--- src/rtl/waveform_mode_controller.sv ---
// Front-panel controller for the function-generator waveform bank.
// Debounces the panel buttons, walks the waveform modes OFF -> SQR -> TRI -> SAW -> OFF,
// and defers every enable change and step change to a generator cycle boundary.

// Button conditioner: two-flop synchronizer, debounce counter and a one-cycle press pulse
// that fires in the cycle whose closing edge flips the debounced level high.
module WaveformButtonDebounce #(
  parameter int unsigned DEBOUNCE_CYCLES = 1000000
) (
  input  logic sysclk,
  input  logic rst_n,
  input  logic btn_i,
  output logic press_o
);

  localparam int unsigned CNT_W = (DEBOUNCE_CYCLES > 1) ? $clog2(DEBOUNCE_CYCLES) : 1;
  localparam logic [CNT_W-1:0] CNT_LAST = CNT_W'(DEBOUNCE_CYCLES - 1);

  logic             sync1_q;
  logic             sync2_q;
  logic             level_q;
  logic             level_d;
  logic [CNT_W-1:0] cnt_q;
  logic [CNT_W-1:0] cnt_d;
  logic             flip;

  // Count consecutive cycles of disagreement; the last one accepts the new level.
  always_comb begin
    cnt_d   = cnt_q;
    level_d = level_q;
    flip    = 1'b0;
    if (sync2_q != level_q) begin
      if (cnt_q == CNT_LAST) begin
        flip    = 1'b1;
        level_d = sync2_q;
        cnt_d   = '0;
      end else begin
        cnt_d = cnt_q + CNT_W'(1);
      end
    end else begin
      cnt_d = '0;
    end
  end

  assign press_o = flip & sync2_q;

  // Synchronizer flops, debounced level and counter.
  always_ff @(posedge sysclk) begin
    if (!rst_n) begin
      sync1_q <= 1'b0;
      sync2_q <= 1'b0;
      level_q <= 1'b0;
      cnt_q   <= '0;
    end else begin
      sync1_q <= btn_i;
      sync2_q <= sync1_q;
      level_q <= level_d;
      cnt_q   <= cnt_d;
    end
  end

endmodule

module waveform_mode_controller #(
  parameter int unsigned DEBOUNCE_CYCLES = 1000000,
  parameter int unsigned SYNC_TIMEOUT    = 4194304,
  parameter int unsigned STEP_W          = 8,
  parameter int unsigned STEP_MIN        = 1,
  parameter int unsigned STEP_MAX        = 255,
  parameter int unsigned STEP_RESET      = 16
) (
  input  logic              sysclk,
  input  logic              rst_n,
  input  logic              Btn_Mode,
  input  logic              Btn_Up,
  input  logic              Btn_Down,
  input  logic              Wave_Sync,
  output logic              Enable_SW_1,
  output logic              Enable_SW_2,
  output logic              Enable_SW_3,
  output logic [STEP_W-1:0] Step,
  output logic              Busy
);

  localparam int unsigned TO_W = (SYNC_TIMEOUT > 1) ? $clog2(SYNC_TIMEOUT) : 1;
  localparam logic [TO_W-1:0]   TO_LAST      = TO_W'(SYNC_TIMEOUT - 1);
  localparam logic [STEP_W-1:0] STEP_MIN_V   = STEP_W'(STEP_MIN);
  localparam logic [STEP_W-1:0] STEP_MAX_V   = STEP_W'(STEP_MAX);
  localparam logic [STEP_W-1:0] STEP_RESET_V = STEP_W'(STEP_RESET);

  typedef enum logic [2:0] {
    ST_OFF,
    ST_SQR,
    ST_TRI,
    ST_SAW,
    ST_DRAIN,
    ST_GAP
  } state_t;

  state_t            state_q;
  state_t            state_d;
  state_t            nextMode_q;
  state_t            nextMode_d;
  logic [TO_W-1:0]   waitCnt_q;
  logic [TO_W-1:0]   waitCnt_d;
  logic [2:0]        enable_q;
  logic [2:0]        enable_d;
  logic              busy_q;
  logic              busy_d;
  logic [STEP_W-1:0] step_q;
  logic [STEP_W-1:0] step_d;
  logic [STEP_W-1:0] stepPending_q;
  logic [STEP_W-1:0] stepPending_d;
  logic              modePress;
  logic              upPress;
  logic              downPress;

  WaveformButtonDebounce #(.DEBOUNCE_CYCLES(DEBOUNCE_CYCLES)) uModeBtn (
    .sysclk (sysclk),
    .rst_n  (rst_n),
    .btn_i  (Btn_Mode),
    .press_o(modePress)
  );

  WaveformButtonDebounce #(.DEBOUNCE_CYCLES(DEBOUNCE_CYCLES)) uUpBtn (
    .sysclk (sysclk),
    .rst_n  (rst_n),
    .btn_i  (Btn_Up),
    .press_o(upPress)
  );

  WaveformButtonDebounce #(.DEBOUNCE_CYCLES(DEBOUNCE_CYCLES)) uDownBtn (
    .sysclk (sysclk),
    .rst_n  (rst_n),
    .btn_i  (Btn_Down),
    .press_o(downPress)
  );

  // Mode sequencing: presses only act in steady states; DRAIN waits for a cycle boundary.
  always_comb begin
    state_d    = state_q;
    nextMode_d = nextMode_q;
    waitCnt_d  = waitCnt_q;
    case (state_q)
      ST_OFF: begin
        if (modePress) begin
          nextMode_d = ST_SQR;
          state_d    = ST_GAP;
        end
      end
      ST_SQR: begin
        if (modePress) begin
          nextMode_d = ST_TRI;
          state_d    = ST_DRAIN;
          waitCnt_d  = '0;
        end
      end
      ST_TRI: begin
        if (modePress) begin
          nextMode_d = ST_SAW;
          state_d    = ST_DRAIN;
          waitCnt_d  = '0;
        end
      end
      ST_SAW: begin
        if (modePress) begin
          nextMode_d = ST_OFF;
          state_d    = ST_DRAIN;
          waitCnt_d  = '0;
        end
      end
      ST_DRAIN: begin
        if (Wave_Sync || (waitCnt_q == TO_LAST)) begin
          state_d   = (nextMode_q == ST_OFF) ? ST_OFF : ST_GAP;
          waitCnt_d = '0;
        end else begin
          waitCnt_d = waitCnt_q + TO_W'(1);
        end
      end
      ST_GAP: begin
        state_d = nextMode_q;
      end
      default: begin
        state_d = ST_OFF;
      end
    endcase
  end

  // Enables decode the upcoming state; DRAIN holds whichever enable was already on.
  always_comb begin
    enable_d = 3'b000;
    case (state_d)
      ST_SQR:   enable_d = 3'b001;
      ST_TRI:   enable_d = 3'b010;
      ST_SAW:   enable_d = 3'b100;
      ST_DRAIN: enable_d = enable_q;
      default:  enable_d = 3'b000;
    endcase
    busy_d = (state_d == ST_DRAIN) || (state_d == ST_GAP);
  end

  // Step bookkeeping: pending value follows the buttons, the live value waits for a safe point.
  always_comb begin
    stepPending_d = stepPending_q;
    if (upPress && !downPress && (stepPending_q < STEP_MAX_V)) begin
      stepPending_d = stepPending_q + STEP_W'(1);
    end else if (downPress && !upPress && (stepPending_q > STEP_MIN_V)) begin
      stepPending_d = stepPending_q - STEP_W'(1);
    end
    step_d = step_q;
    if ((state_q == ST_OFF) || (state_q == ST_GAP) || Wave_Sync) begin
      step_d = stepPending_q;
    end
  end

  // Controller registers.
  always_ff @(posedge sysclk) begin
    if (!rst_n) begin
      state_q       <= ST_OFF;
      nextMode_q    <= ST_OFF;
      waitCnt_q     <= '0;
      enable_q      <= 3'b000;
      busy_q        <= 1'b0;
      step_q        <= STEP_RESET_V;
      stepPending_q <= STEP_RESET_V;
    end else begin
      state_q       <= state_d;
      nextMode_q    <= nextMode_d;
      waitCnt_q     <= waitCnt_d;
      enable_q      <= enable_d;
      busy_q        <= busy_d;
      step_q        <= step_d;
      stepPending_q <= stepPending_d;
    end
  end

  assign Enable_SW_1 = enable_q[0];
  assign Enable_SW_2 = enable_q[1];
  assign Enable_SW_3 = enable_q[2];
  assign Step        = step_q;
  assign Busy        = busy_q;

endmodule

--- config.mk ---
export PLATFORM = sky130hd
export DESIGN_NAME = waveform_mode_controller
export DESIGN_NICKNAME = d
export VERILOG_FILES = /design/src/rtl/waveform_mode_controller.sv
export SDC_FILE = /design/constraint.sdc
export NUM_CORES = 1
export LEC_CHECK = 0
export BUFFER_PORTS_ARGS = -buffer_cell sky130_fd_sc_hd__buf_2
export CORE_MARGIN = 5
export CORE_UTILIZATION = 35
export DETAILED_ROUTE_END_ITERATION = 7
export HOLD_SLACK_MARGIN = 0.03
export PLACE_DENSITY_LB_ADDON = 0.1
export SKIP_LAST_GASP = 1
export SLEW_MARGIN = 20
export SYNTH_ARGS = -nofsm -noshare
export SYNTH_HDL_FRONTEND = slang
export SYNTH_SLANG_ARGS = --single-unit
export TNS_END_PERCENT = 10
--- constraint.sdc ---
create_clock -name sysclk -period 7.2 [get_ports sysclk]
set_input_delay 0.36 -clock sysclk [delete_from_list [all_inputs] [get_ports sysclk]]
set_output_delay 0.36 -clock sysclk [all_outputs]
set_load 0.005 [all_outputs]
# Yosys cells after proc, flatten, opt, wreduce, memory -nomap -nowiden
# Index checks and enable logic that the tools add are counted.
# op_classes
add_sub_neg,6
magnitude_cmp,2
eq_ne,22
muxes,22
n_bitwise,7
n_reduce_logical,24
# ops
cell,n
$add A20 B1 Y20 const B,3
$eq A20 B20 Y1 const B,3
$mux W22,2
$pmux W22 S2,1
$pmux W3 S4,3
$mux W3,8
$add A22 B1 Y22 const B,1
$eq A22 B22 Y1 const B,1
$mux W8,2
$eq A3 B2 Y1 const B,4
$eq A3 B3 Y1 const B,4
$reduce_or A3 Y1,4
$add A8 B1 Y8 const B,1
$gt A8 B1 Y1 const B,1
$lt A8 B8 Y1 const B,1
$ne A2 B2 Y1 const B,4
$reduce_and A2 Y1,4
$sub A8 B1 Y8 const B,1
$eq A3 B1 Y1 const B,2
$logic_not A3 Y1,2
$mux W1,6
$reduce_and A5 Y1,1
$logic_and A1 B1 Y1,4
$logic_or A1 B1 Y1,4
7 further kinds,16
# totals
regBits,117
input_bits,6
out_inout_bits,12
elab_cells,102

# Logic depth before layout (Yosys ltp)
# Gate-level depths: netlist of run 1.
# logic_depth
depth_word,9
mapped_depth,9
mapped_depth_nobuf,7

# Modules after synthesis
# A second synthesis of run 1 with hierarchy kept.
# hier_totals
hier_cells,638
area_unflattened_um2,5502.8
# by_module_without_submodules
mod,n_inst,cells_each,area_per_inst_um2,seq_area_each_um2
WaveformButtonDebounce,3,119,1047.3,460.4
waveform_mode_controller,1,281,2361.0,940.9

# Worst setup path after synthesis of run 1
# Ideal clock, no wire load.
# synth_path
kind,register -> register
from,register uDownBtn.cnt_q[8]
to,register stepPending_q[4]
setup_time_ps,123
t_arrival_ps,2335
required_time_ps,7077
setup_slack_ps,4741
path_stages_with_launch,7
n_path_buf,0
period_less_slack_ps,2459
cell_sequence,dfxtp_1 > or4b_1 > or4_1 > or4_4 > and2_1 > a32oi_1 > mux2_1
# synth_via
elab_chain_len,8
elab_cells_between_ends,11
cone_classes,1 x eq/ne; 3 x mux; 1 x bitwise; 6 x reduce/logical
# synth_lines
element,line,source
from (decl),23,logic [CNT_W-1:0] cnt_q;
from (signal assigned),58,cnt_q <= cnt_d;
$eq A20 B20 Y1 (*),33,if (cnt_q == CNT_LAST) begin
$mux W1 (*),33,
$mux W1 (*),32,if (sync2_q != level_q) begin
$and A1 B1 Y1 (*),45,assign press_o = flip & sync2_q;
$logic_not A1 Y1,205,if (upPress && !downPress && (stepPending_q < STEP_MAX_V)) begin
$logic_and A1 B1 Y1 (2 in a row),205,
$mux W8 / $reduce_bool A2 Y1 (equally long branches),--,
to (signal assigned),233,stepPending_q <= stepPending_d;
to (decl),112,logic [STEP_W-1:0] stepPending_q;
# Mark *: on every way between the ends. The rest lies on a longest branch, timed or not.
# A chain may end at the register's enable or synchronous reset.

# Worst setup path in the final report of run 1
# layout_path
from,register uModeBtn.cnt_q[0]
to,register waitCnt_q[21]
# layout_via
elab_chain_len,6
# layout_lines
element,line,source
from (decl),23,
from (signal assigned),58,
$eq A20 B20 Y1,33,
$mux W1,33,
$mux W1,32,
$and A1 B1 Y1,45,
$ne A2 B1 Y1 (no source line),--,
$reduce_and A2 Y1 (no source line),--,
to (signal assigned),229,waitCnt_q <= waitCnt_d;
to (decl),104,logic [TO_W-1:0] waitCnt_q;
# No other way between the ends.

==> results of run 1 <==
-- area by class of cell --
| class | instances | area, um2 | area share (%) |
|---|---|---|---|
| Sequential cell | 116 | 2320 | 37.4 |
| Multi-Input combinational cell | 478 | 2880 | 46.4 |
| Inverter | 14 | 52.6 | 0.845 |
| Tap cell | 188 | 235 | 3.78 |
| Clock buffer | 19 | 453 | 7.29 |
| Timing Repair Buffer | 19 | 100 | 1.61 |
| Clock inverter | 13 | 171 | 2.76 |
-- metrics by stage --
stage	cell area (um2)	setup slack (ns)	std cells	hold slack [ns]	power [W]
after floorplan	5340	4.74	633	0.412	0.000670
after global placement	5590	4.44	815	0.414	0.000675
after detailed placement	5590	4.39	815	0.423	0.000675
after CTS	6210	4.29	847	0.142	0.00157
after global routing	6220	4.13	847	0.146	0.00160
final	6220	4.30	847	0.159	0.00154
-- worst max path at each step --
stage                 startpoint               end  slack, ns  cells past startpoint
6_report       uModeBtn.cnt_q[0]     waitCnt_q[21]       4.30                      6
5_1_grt        uModeBtn.cnt_q[0]      waitCnt_q[8]       4.13                      7
4_1_cts        uModeBtn.cnt_q[0]     waitCnt_q[21]       4.29                      6
3_5_place_dp   uModeBtn.cnt_q[0]     waitCnt_q[21]       4.39                      6
3_3_place_gp   uModeBtn.cnt_q[0]     waitCnt_q[21]       4.44                      6
2_1_floorplan  uDownBtn.cnt_q[8]  stepPending_q[4]       4.74                      6
-- layer usage --
layer  vias to the layer above  routed length (um)
met5                         -                   0
met4                         0                  70
met3                         5                 317
met2                        44                5240
met1                      2017                5650
li1                       2242                   -
-- logic make-up after synthesis --
group	share of synthesized area, %
multiplexers	3.42
flip-flops	43.5
AO/OA/AOI/OAI	9.51
XOR/XNOR	8.85
buffers and inverters	2.74
adder cells (fa/ha/maj)	1.64
AND/OR/NAND/NOR	30.4
-- sequential cells by signal (all words and copies together) (netlist names) --
| signal | flops |
|---|---|
| uUpBtn.cnt_q | 20 |
| state_q | 3 |
| enable_q | 3 |
| waitCnt_q | 22 |
| uModeBtn.cnt_q | 20 |
| uDownBtn.cnt_q | 20 |
| uDownBtn.sync2_q | 1 |
| uModeBtn.sync2_q | 1 |
| nextMode_q | 2 |
| Step | 8 |
| stepPending_q | 8 |
| Busy | 1 |
| uModeBtn.sync1_q | 1 |
| uDownBtn.level_q | 1 |
| uModeBtn.level_q | 1 |
| uUpBtn.sync2_q | 1 |
| uUpBtn.level_q | 1 |
| uUpBtn.sync1_q | 1 |
| uDownBtn.sync1_q | 1 |
-- cells in the mapped netlist (4+ instances only) --
library cell	count	share of area [%]
or4_1	6	0.84
nand3_1	39	3.7
or2_2	5	0.59
inv_1	14	0.98
a211oi_1	4	0.56
xor2_1	31	5.1
or3_1	11	1.3
ha_1	7	1.6
dfxtp_1	116	43
nor4_1	5	0.59
clkbuf_1	25	1.8
nor2_1	107	7.5
o21ai_0	22	2.1
nor2b_1	5	0.59
nand2_1	45	3.2
nor3_1	14	1.3
a32oi_1	5	0.82
nand2b_1	10	1.2
nand3b_1	5	0.70
a31oi_1	8	0.94
and2_1	13	1.5
xnor2_1	23	3.8
and4_1	7	1.1
a21oi_1	35	3.3
nand4_1	11	1.3
mux2i_1	16	3.0
and3_1	12	1.4
-- critical path, cell delays in order, from the launching register on --
cell,delay (ns)
dfxtp_1,0.37
ha_1,0.20
nand3_1,0.18
or4_1,0.64
nor4_2,0.56
a21oi_2,0.39
o311a_1,0.43
-- where the power goes --
part           internal, W  switching, W
clock             0.000568      0.000313
combinational   0.00000398     0.0000116
sequential        0.000644    0.00000113
total              0.00122      0.000326
==> impl_metrics.ini, run 1 <==
[routing]
initialDrtViolationCount = 277
num_vias = 4308
drc = 0
routed_wl_um = 11300
ant_nets = 0
viasPerCell = 5.09
first_pass_iters = 4
wl_per_cell_um = 13.3

[worst_setup_path]
startpoint_type = register
path_class = reg2reg
reg2reg_to = waitCnt_q[21]
crit_path_end_kind = register
r2r_start = uModeBtn.cnt_q[0]
arrival_ns = 3.19
cp_max_fo = 22
rr_worst_depth = 6
rrSetupSlack_ns = 4.30
worstPathRequired_ns = 7.49

[cells_and_area]
fillers = 1526
area_delta_synth_final_pct = 16.3
drive_above_1_share_pct = 10.0
final_nets = 659
final_common_cell = dfxtp_1
fin_util_pct = 41.2
diodes = 0
most-common-layout-cells = dfxtp_1 (116), nor2_1 (107), nand2_1 (45), nand3_1 (39), a21oi_1 (34)

[clock_tree]
root_buffer = clkbuf_16
ctsResizeCount = 0
cts.sinks = 116
clk_pin_slew_ns = 0.06
h-tree-depth = 4
cts_tree = done
insertion_delay_ns = 0.41
numCtsBuffers = 17
postCtsHoldBufs = 0
cts_buffer_depth = 2
cts_setup_buffers = 0

[placed_design]
dpl.hpwl_um = 7510
portBuffers = 17
gp_congestion = 0.791

[power]
leakage_nw = 2.21
powerDensity_nw_per_um2 = 248
peakVddDrop_mv = 0.176

[run]
maxCapViolations = 0

[grt]
grt-ovfl-total = 0
met3_usage_pct = 4.27
grt_pass1_vias = 4116
met1_usage_pct = 16.9
grtUsageMet2_pct = 20.9
grt_use_total_pct = 13.2
busiest_layer = met2
grt_first_pass_wirelength_um = 19300
grt_max_degree = 39
antenna_found_initial = 0

[sta]
slew-limit-headroom_pct = 36.2
setup_viol = 0
worst_pin_slew_ns = 0.957
drv_slew = 0
setup_tns_ns = 0
post-route-period-util_pct = 40.3
hold_viol_final = 0
fin_crit_ns = 2.90
fin_worst_skew_ns = 0.00944
rsz0062_at_grt = no
fmax_mhz = 345

[yosys]
ys_async_sr_fraction_pct = 0
synth_cells = 633
synth_cell_type_count = 50
synth_seq_cells = 116
synth_ff_type = dfxtp_1
syn_area_per_cell_um2 = 8.44
yosysWarnings = 0
yosysSeqAreaShare_pct = 43.5
synth_edf_count = 0
syn_nets = 646
synth_area_um2 = 5340

[worst_hold_path]
min_to = uDownBtn.sync1_q
timing.hold.worst.start = Btn_Down
hold_path_depth = 2
hold_path.class = in2reg

[floorplan]
fp.dieH_um = 134
core_area_um2 = 15100
rows = 45
die-area_um2 = 17800
start_util_pct = 35.4
ioPinCount = 18
fp.dieW_um = 134

[outcome]
outcome = completed
Note: power is estimated with default switching activity, not from simulation.
==> run 2, diff against run 1 <==
Clock period 7.2 ns to 2.4 ns, I/O delays scaled along.
==> run 2 against run 1 <==
The run now ends with setup timing left. Setup slack lost 4.4 ns. Clock power rose to 3.4 times the previous value. Critical path depth stayed put. Power grew to 3.2 times the previous value. Critical path type unchanged. Critical endpoint is now stepPending_q[4].
==> impl_metrics.ini, run 2 (synthesis results as in run 1) <==
[outcome]
outcome = finished with violations
violations = setup timing

[sta]
setup_ws_ns = -0.0885
fin_crit_ns = 2.49
setup_viol = 5
hold_viol_final = 0
post-route-period-util_pct = 104
setup_tns_ns = -0.242
drv_slew = 0
fin_worst_skew_ns = 0.00948
worst_pin_slew_ns = 0.605
fmax_mhz = 402
slew-limit-headroom_pct = 59.6
worst_hold_slack_ns = 0.0913
rsz0062_at_grt = yes

[worst_hold_path]
hold_path_depth = 2
hold_path.class = in2reg
timing.hold.worst.start = rst_n
min_to = Step[4]

[routing]
wl_per_cell_um = 13.2
wl_met3_um = 363
first_pass_iters = 4
drc = 0
maxUsedRoutingLayer = met4
initialDrtViolationCount = 263
routed_wl_um = 11600
wl_met1_um = 5810
ant_nets = 0
wl_met2_um = 5390
viasPerCell = 5.10
num_vias = 4506

[cells_and_area]
final_nets = 696
drive_above_1_share_pct = 15.1
most-common-layout-cells = dfxtp_1 (116), nor2_1 (107), nand2_1 (45), nand3_1 (39)
final_common_cell = dfxtp_1
largest_reg_flops = 22
top_register = waitCnt_q
diodes = 0
area_delta_synth_final_pct = 23.9
design_area_um2 = 6620

[clock_tree]
numCtsBuffers = 17
insertion_delay_ns = 0.41
clk_pin_slew_ns = 0.05
cts_tree = done
cts.sinks = 116
h-tree-depth = 4
cts_setup_buffers = 0
root_buffer = clkbuf_16
cts_buffer_depth = 2

[grt]
grt_max_degree = 27
grt_pass1_vias = 4248
grt_use_total_pct = 13.4
antenna_found_initial = 0
grt-ovfl-total = 0
grt_first_pass_wirelength_um = 19700

[power]
p_clk_share_pct = 60.1
peakVddDrop_mv = 0.541
leakage_nw = 2.45
intPower_w = 0.00406
finalPower_w = 0.00500
seq_power_share_pct = 38.8
p_sw_w = 0.000938
powerDensity_nw_per_um2 = 754
netSwitchingFraction_pct = 18.8
comb_power_share_pct = 1.1

[worst_setup_path]
rrSetupSlack_ns = -0.09
arrival_ns = 2.78
reg2reg_to = stepPending_q[4]
path_common_cell = or4_4
cp_slowest_stage_delay_ns = 0.53
crit_path_end_kind = register
cp_max_fo = 4
rr_worst_depth = 6
worstPathRequired_ns = 2.69
r2r_start = uDownBtn.cnt_q[8]
crit_chain = or4b_4 > or4_4 > or4_4 > and2_4 > a32oi_2 > mux2_4
startpoint_type = register
slowest_stage = or4b_4
path_class = reg2reg

[floorplan]
fp.dieW_um = 134
ioPinCount = 18
die-area_um2 = 17800
core_area_um2 = 15100
fp.dieH_um = 134
rows = 45
start_util_pct = 35.4

[placed_design]
gp_congestion = 0.800
dpl.hpwl_um = 8190
portBuffers = 17
dpl_cell_area_um2 = 5860

[run]
maxCapViolations = 0
==> run 2: changes by cell type in the layout (fill, tap and decap cells not counted), sizes merged <==
cell         previous run  this run
buf                    19        53
inv                    19        14
bufinv                  3         7
clkinvlp                2         5
dlygate4sd3             0         3
clkinv                  3         1
==> run 2: power by group through the flow <==
stage	logic (W)	clock network (W)	registers [W]
global route	0.0000646	0.00316	0.00194
detailed placement	0.0000550	0	0.00198
global placement	0.0000542	0	0.00198
CTS	0.0000587	0.00307	0.00194
finish	0.0000572	0.00300	0.00194
floorplan	0.0000320	0	0.00198
==> run 2: how the worst max path moves through the flow <==
| stage | startpoint | end | cells after the start |
|---|---|---|---|
| final | uDownBtn.cnt_q[8] | stepPending_q[4] | 6 |
| after global routing | uDownBtn.cnt_q[8] | stepPending_q[4] | 6 |
| after CTS | uDownBtn.cnt_q[8] | stepPending_q[4] | 6 |
| after detailed placement | uDownBtn.cnt_q[8] | stepPending_q[4] | 6 |
| after global placement | uDownBtn.cnt_q[8] | stepPending_q[4] | 6 |
| after floorplan | uDownBtn.cnt_q[8] | stepPending_q[4] | 6 |
==> run 2: critical path, delay by kind of cell (launching register included) <==
kind | cells | cell delay, ns
mux | 1 | 0.32
compound gates | 1 | 0.16
simple gates | 4 | 1.58
flops | 1 | 0.31
==> run 2: layout make-up <==
type,instances,area [um2]
Fill cell,1454,8470
Multi-Input combinational cell,478,2910
Sequential cell,116,2320
Clock buffer,19,453
Timing Repair Buffer,56,398
Clock inverter,13,253
Tap cell,188,235
Inverter,14,52.6
==> run 2: metrics by stage <==
stage / util (%) / setup slack, ns / std cells
6_report: 43.9 / -0.0885 / 884
5_1_grt: 43.9 / -0.162 / 884
4_1_cts: 43.7 / -0.129 / 884
3_5_place_dp: 38.8 / -0.110 / 849
3_3_place_gp: 38.8 / -0.0717 / 849
2_1_floorplan: - / -0.0283 / 633
==> run 2: metal layers <==
| layer | GRT usage [%] | vias to the layer above |
|---|---|---|
| met5 | 0 | - |
| met4 | 3.89 | 0 |
| met3 | 4.15 | 6 |
| met2 | 21.5 | 55 |
| met1 | 17.4 | 2132 |
| li1 | - | 2313 |
==> run 2: what timing repair did <==
action | 4_1_cts | 5_1_grt
hold endpoints to repair | 3 | 0
resized for setup | 0 | 5
endpoints found under the setup margin | 5 | 20
hold buffers | 3 | 0
pin swaps | 0 | 1
